File: config.mk
export PLATFORM = sky130hd
export DESIGN_NAME = pool2_window_collector
export DESIGN_NICKNAME = d
export VERILOG_FILES = /design/src/rtl/pool2_window_collector.sv
export SDC_FILE = /design/constraint.sdc
export NUM_CORES = 1
export LEC_CHECK = 0
export CAP_MARGIN = 20
export CORE_ASPECT_RATIO = 1.75
export CORE_MARGIN = 2
export CORE_UTILIZATION = 45
export CTS_CLUSTER_DIAMETER = 200
export DETAILED_ROUTE_END_ITERATION = 8
export PLACE_DENSITY = 0.69
export SYNTH_ARGS = -nofsm -noshare
export SYNTH_HDL_FRONTEND = slang
export SYNTH_SLANG_ARGS = --single-unit
File: constraint.sdc
create_clock -name clk -period 2.7 [get_ports clk]
set_clock_uncertainty 0.15 [all_clocks]
set_input_delay 0.405 -clock clk [delete_from_list [all_inputs] [get_ports clk]]
set_output_delay 0.405 -clock clk [all_outputs]
set_load 0.02 [all_outputs]
File: src/rtl/pool2_window_collector.sv
// Groups the 8-channel conv-2 sample stream into non-overlapping WIN-sample
// windows per channel and hands each complete window to the second max-pool layer.
module pool2_window_collector #(
    parameter int WIDTH = 8,
    parameter int WIN   = 5,
    parameter int NWIN  = 36
) (
    input  logic                       clk,
    input  logic                       rst,
    input  logic                       in_valid,
    output logic                       in_ready,
    input  logic [7:0][WIDTH-1:0]      in_data,
    input  logic                       in_last,
    output logic                       out_valid,
    input  logic                       out_ready,
    output logic [WIN-1:0][WIDTH-1:0]  out1,
    output logic [WIN-1:0][WIDTH-1:0]  out2,
    output logic [WIN-1:0][WIDTH-1:0]  out3,
    output logic [WIN-1:0][WIDTH-1:0]  out4,
    output logic [WIN-1:0][WIDTH-1:0]  out5,
    output logic [WIN-1:0][WIDTH-1:0]  out6,
    output logic [WIN-1:0][WIDTH-1:0]  out7,
    output logic [WIN-1:0][WIDTH-1:0]  out8,
    output logic                       out_last,
    output logic                       en
);

    localparam int CW  = $clog2(WIN);
    localparam int WCW = $clog2(NWIN);

    logic [7:0][WIN-2:0][WIDTH-1:0] fill_buf;
    logic [CW-1:0]                  fill_cnt;
    logic [WCW-1:0]                 win_cnt;
    logic [7:0][WIN-1:0][WIDTH-1:0] win_reg;
    logic [7:0][WIN-1:0][WIDTH-1:0] win_next;
    logic                           accept;
    logic                           complete;
    logic                           last_next;

    assign in_ready  = !out_valid || out_ready;
    assign en        = out_valid && out_ready;
    assign accept    = in_valid && in_ready;
    assign complete  = accept && ((fill_cnt == CW'(WIN - 1)) || in_last);
    assign last_next = in_last || (win_cnt == WCW'(NWIN - 1));

    // Slots beyond the incoming sample stay zero, which pads a partial window
    // without disturbing the max over non-negative data.
    always_comb begin
        win_next = '0;
        for (int c = 0; c < 8; c++) begin
            for (int e = 0; e < WIN - 1; e++) begin
                if (CW'(e) < fill_cnt) begin
                    win_next[c][e] = fill_buf[c][e];
                end else if (CW'(e) == fill_cnt) begin
                    win_next[c][e] = in_data[c];
                end
            end
            if (fill_cnt == CW'(WIN - 1)) begin
                win_next[c][WIN-1] = in_data[c];
            end
        end
    end

    always_ff @(posedge clk or negedge rst) begin
        if (!rst) begin
            fill_buf <= '0;
            fill_cnt <= '0;
        end else if (accept) begin
            if (complete) begin
                fill_cnt <= '0;
            end else begin
                fill_cnt <= fill_cnt + 1'b1;
                for (int c = 0; c < 8; c++) begin
                    for (int e = 0; e < WIN - 1; e++) begin
                        if (CW'(e) == fill_cnt) begin
                            fill_buf[c][e] <= in_data[c];
                        end
                    end
                end
            end
        end
    end

    // A completion in the same cycle as consumption reloads the output
    // registers and keeps out_valid high, so back-to-back windows have no bubble.
    always_ff @(posedge clk or negedge rst) begin
        if (!rst) begin
            win_reg   <= '0;
            out_valid <= 1'b0;
            out_last  <= 1'b0;
            win_cnt   <= '0;
        end else if (complete) begin
            win_reg   <= win_next;
            out_valid <= 1'b1;
            out_last  <= last_next;
            win_cnt   <= last_next ? '0 : win_cnt + 1'b1;
        end else if (en) begin
            out_valid <= 1'b0;
        end
    end

    assign out1 = win_reg[0];
    assign out2 = win_reg[1];
    assign out3 = win_reg[2];
    assign out4 = win_reg[3];
    assign out5 = win_reg[4];
    assign out6 = win_reg[5];
    assign out7 = win_reg[6];
    assign out8 = win_reg[7];

endmodule

After elaboration in Yosys (flattened, before gate mapping)
Cells that the tools add are included.
{ "totals": {"output_inout_bits": 324, "wordCells": 177, "regBits": 587, "inputBits": 69} }
{ "classes": {"n_lt_le_gt_ge": 4, "n_eq_ne": 5, "reduce_logical": 13, "n_mux": 76, "n_bitwise": 1, "add_sub_neg": 2} }
{ "ops": {"columns": ["op", "n"], "rows": [
  ["8-bit 2-to-1 mux", 72],
  ["3-bit AND reduction", 4],
  ["6-bit by 1-bit adder with 6-bit output (second input constant)", 1],
  ["2-bit by 3-bit equality test with 1-bit output (first input constant)", 2],
  ["6-bit equality test (second input constant)", 1],
  ["1-bit by 3-bit < comparator with 1-bit output (first input constant)", 2],
  ["2-bit by 3-bit < comparator with 1-bit output (first input constant)", 2],
  ["6-bit 2-to-1 mux", 1],
  ["3-bit by 1-bit adder with 3-bit output (second input constant)", 1],
  ["1-bit by 3-bit equality test with 1-bit output (first input constant)", 1],
  ["3-bit equality test (second input constant)", 1],
  ["1-bit logical AND", 3],
  ["3-bit zero test", 1],
  ["1-bit logical OR", 3],
  ["3-bit 2-to-1 mux", 1],
  ["1-bit 2-to-1 mux", 2],
  ["2-bit nonzero test", 1],
  ["1-bit zero test", 1],
  ["1-bit NOT", 1]
]} }

Depth between registers and ports, before layout
{ "logic_depth": {"depth_word": 6, "ltp_mapped": 10, "mapped_depth_nobuf": 6} }

Worst setup path after synthesis
OpenSTA, ideal clock, no wires.
{ "synth_path": {"path_kind": "register to register", "startpoint": "reg fill_cnt[1]", "endpoint": "reg out_last", "synth_period_minus_slack_ns": 2.291, "setup_time_ns": 0.119, "t_arrival_ns": 2.022, "setup_slack_ns": 0.409, "stages_incl_launch_ff": 10, "required_time_ns": 2.431, "path_buffers": 4, "cell_sequence": "dfrtp_1 -> buf_2 -> inv_2 -> ha_1 -> a21oi_2 -> and3b_1 -> buf_2 -> buf_2 -> buf_2 -> o21a_1"} }
{ "synth_between": {"elab_chain_len": 3} }
{ "synth_lines": {"columns": ["element", "line", "source"], "rows": [
  ["start: declaration", "32", "logic [CW-1:0] fill_cnt;"],
  ["start signal: assignment", "72", "fill_cnt <= fill_cnt + 1'b1;"],
  ["3-bit equality test", "43", "assign complete = accept && ((fill_cnt == CW'(WIN - 1)) || in_last);"],
  ["1-bit logical OR", "43", null],
  ["1-bit logical AND", "43", null],
  ["end signal: assignment", "95", "out_last <= last_next;"],
  ["end: declaration", "24", "output logic out_last,"]
]} }
Every way passes these cells.
A chain may end at the register's enable or synchronous reset.

Worst setup path after layout
{ "layout_path": {"startpoint": "reg out_valid", "endpoint": "out in_ready"} }
{ "layout_between": {"elab_chain_len": 2} }
{ "layout_lines": {"columns": ["element", "line", "source"], "rows": [
  ["start: declaration", "14", "output logic out_valid,"],
  ["start signal: assignment", "89", "out_valid <= 1'b0;"],
  ["start signal: assignment", "94", "out_valid <= 1'b1;"],
  ["start signal: assignment", "98", "out_valid <= 1'b0;"],
  ["1-bit zero test", "40", "assign in_ready = !out_valid || out_ready;"],
  ["1-bit logical OR", "40", null],
  ["end: declaration", "11", "output logic in_ready,"]
]} }
Every way passes these cells.

==> impl_results.md <==
- Outcome: finished clean
- Post-synthesis cell type count: 38
- Fin. max-slew vios: 0
- Post-CTS resize count: 0
- Number of hold violations in the final report: 0
- Vias in the first global route: between 15000 and 20000
- Top-area cell type share of the netlist area: 59.9%
- DR DRC count: 0
- Syn avg cell area: 11.3 um^2
- Die width: about 180 um
- Via count: roughly 19000
- IO Pins: ~400
- Share of layout cells above drive strength 1: between 15 and 20%
- NumNets Final: 2537
- Number of flops mapped to enable cells by yosys: 0
- Area contributors post-synth: dfrtp_1 60%, mux2_2 9.7%, a31oi_1 4.9%
- WP data required: 2140 ps
- Antenna violations before repair: 1
- Worst Path Arrival: approximately 1900 ps
- WL/cell: about 23 um
- Placed inst area: slightly below 30000 um^2
- Clk buf depth: 3
- Initial Util: between 40% and 50%
- Cells after Synth: between 2000 and 2500
- Cell Area, Synth: around 25000 um^2
- Max stage delay on crit path: 620 ps
- Design area: 31200 um^2
- Reg2reg path depth: 5
- Final setup viols: 0
- Total power draw: around 31 mW
- Worst-path cell chain: nand2b_4 -> buf_4 -> clkdlybuf4s50_1
- CP max-delay cell: clkdlybuf4s50_1
- End of the worst register-to-register path: out1[20]
- Worst setup margin: 227 ps
- Synth Flop Type: dfrtp_1
- Hold WC Path Type: in2async
- # rows: 113
- Peak supply drop: ~670 uV
- R2r startpoint: fill_cnt[0]
- Async S/R FF share, synth: 100%
- Detailed Routing Iterations Pass 1: 5
- Total grt overflow: 0
- FF-to-FF setup slack: 460 ps
- Worst-Skew Late Latency: approximately 580 ps
- RSZ-0062 raised after global routing: no
- Max_slew headroom: between 50% and 60%
- GP Congestion: roughly 0.81
- GRT Util Overall: 25.4%
- Power per Cell Area: 997 nW/um^2
- DP HPWL: 47900 um
- Crit-path max FO: 4
- Seq cells post-synth: approximately 590
- Crit path capture type: primary output
- Area leader, netlist: dfrtp_1
- TritonCTS buffer count: between 50 and 60
- Antenna fix cells: 0
- Core region area: ~54000 um^2
- Largest net degree at the start of global routing: between 80 and 90
- Routed Antenna Nets: 0
- Drt initial violations: between 1000 and 1500
- Total negative setup slack: 0 ps
- CP Class: reg2out
- Hold WS: approximately 200 ps
- CTS H-Tree Depth: 2
- Total Wirelength: 72100 um
- Cells after DPL: between 3000 and 4000
- Pre-CTS WS: about 200 ps
- Tcrit/Tclk final: about nine tenths
- Top cells by count, synth: 587 x dfrtp_1, 259 x nor2_1, 212 x mux2_2, 193 x a31oi_1, 138 x nand2_1
- Total die area: about 56000 um^2
- Final min period: about 2500 ps
- Syn Nets: roughly 2200
- Root Driver: clkbuf_16
- CTS tree: done
- Clk slew on worst S/H paths: ~70 ps
- Fillers: approximately 4500
- Post-synthesis sequential area ratio: about 60%
- Crit start category: flip-flop
- P&R area growth vs syn: 27.4%
- Yosys warning total: 0
- Non-Filler Instances: around 3200
- Global-route wire length before repair: roughly 110000 um
- Final Util: 57.7%
- Vias per cell: a little under 6
- Most common cell in the synthesized netlist: dfrtp_1
- Max Cap Viol: 0
- Worst-Margin Slew: roughly 730 ps
- Maximum clock frequency: around 400 MHz
- Port bufs: 392
- Sink Count: a little under 600
- Die H: 313 um
- Pleak: around 13 nW
## final cells by class
| cell class | instances | area (um^2) | area share (%) |
|---|---|---|---|
| clock buffer | 76 | 1520 | 4.87 |
| clock inverter | 20 | 273 | 0.873 |
| inverter | 4 | 15.0 | 0.0480 |
| multi-input combinational | 1338 | 8820 | 28.2 |
| sequential | 587 | 14700 | 47.0 |
| tap | 690 | 863 | 2.76 |
| timing repair buffer | 480 | 5050 | 16.2 |
## worst max path at each step
stage,start,end,cells after the start
after global placement,out_ready,fill_buf[69],7
after floorplan,fill_cnt[1],out_last,9
after global routing,out_valid,in_ready,3
final,out_valid,in_ready,3
after detailed placement,out_ready,fill_buf[69],7
after CTS,out_valid,in_ready,3
## flip-flops by register name, indices dropped and copies added, names as in the netlist
signal     flops
out7          40
out2          40
out_valid      1
out6          40
out3          40
out8          40
out1          40
out5          40
win_cnt        6
fill_buf     256
out_last       1
out4          40
fill_cnt       3
## worst max-delay path, delay by kind of cell (launching register included)
family | cells | cell delay [ps]
buffers and inverters | 2 | 800
DFF | 1 | 410
and+or+nand+nor | 1 | 120
## report_power, final
part | switching (mW) | total, mW | internal, mW
clock | 3.38 | 7.89 | 4.51
combinational | 5.10 | 9.74 | 4.64
sequential | 1.76 | 13.5 | 11.8
total | 10.2 | 31.2 | 20.9
## cells by family (layout without fill, tap and decap cells)
group | count (synthesis) | after routing | share of synthesized area [%]
AO/OA/AOI/OAI | 464 | 464 | 12.5
AND/OR/NAND/NOR | 614 | 614 | 11.2
multiplexers | 256 | 256 | 11.8
flip-flops | 587 | 587 | 59.9
adder cells (fa/ha/maj) | 4 | 4 | 0.204
buffers and inverters | 250 | 580 | 4.52
## layout by cell type (no fill, tap or decap), types with 12 or more instances in the layout
| cell type | count |
|---|---|
| dfrtp_1 | 584 |
| clkdlybuf4s50_1 | 391 |
| nor2_1 | 259 |
| mux2_2 | 212 |
| a31oi_1 | 193 |
| nand2_1 | 138 |
| nand3_1 | 135 |
| o21ai_0 | 125 |
| nor2b_1 | 65 |
| a22o_1 | 65 |
| a221oi_1 | 64 |
| clkbuf_16 | 53 |
| buf_4 | 50 |
| mux2_1 | 44 |
| buf_12 | 37 |
| clkbuf_1 | 12 |
## layer usage
layer	vias to the layer above	share of wire, %	track usage [%]
met5	-	0	0
met4	0	5.2	12.7
met3	164	5.0	3.76
met2	633	51	44.3
met1	9472	39	30.7
li1	8246	-	-
## timing repair
action,in CTS,in global routing
buffers inserted,0,0
hold buffers,1,0
hold endpoints to repair,43,0
Note: power is estimated with default switching activity, not from simulation.
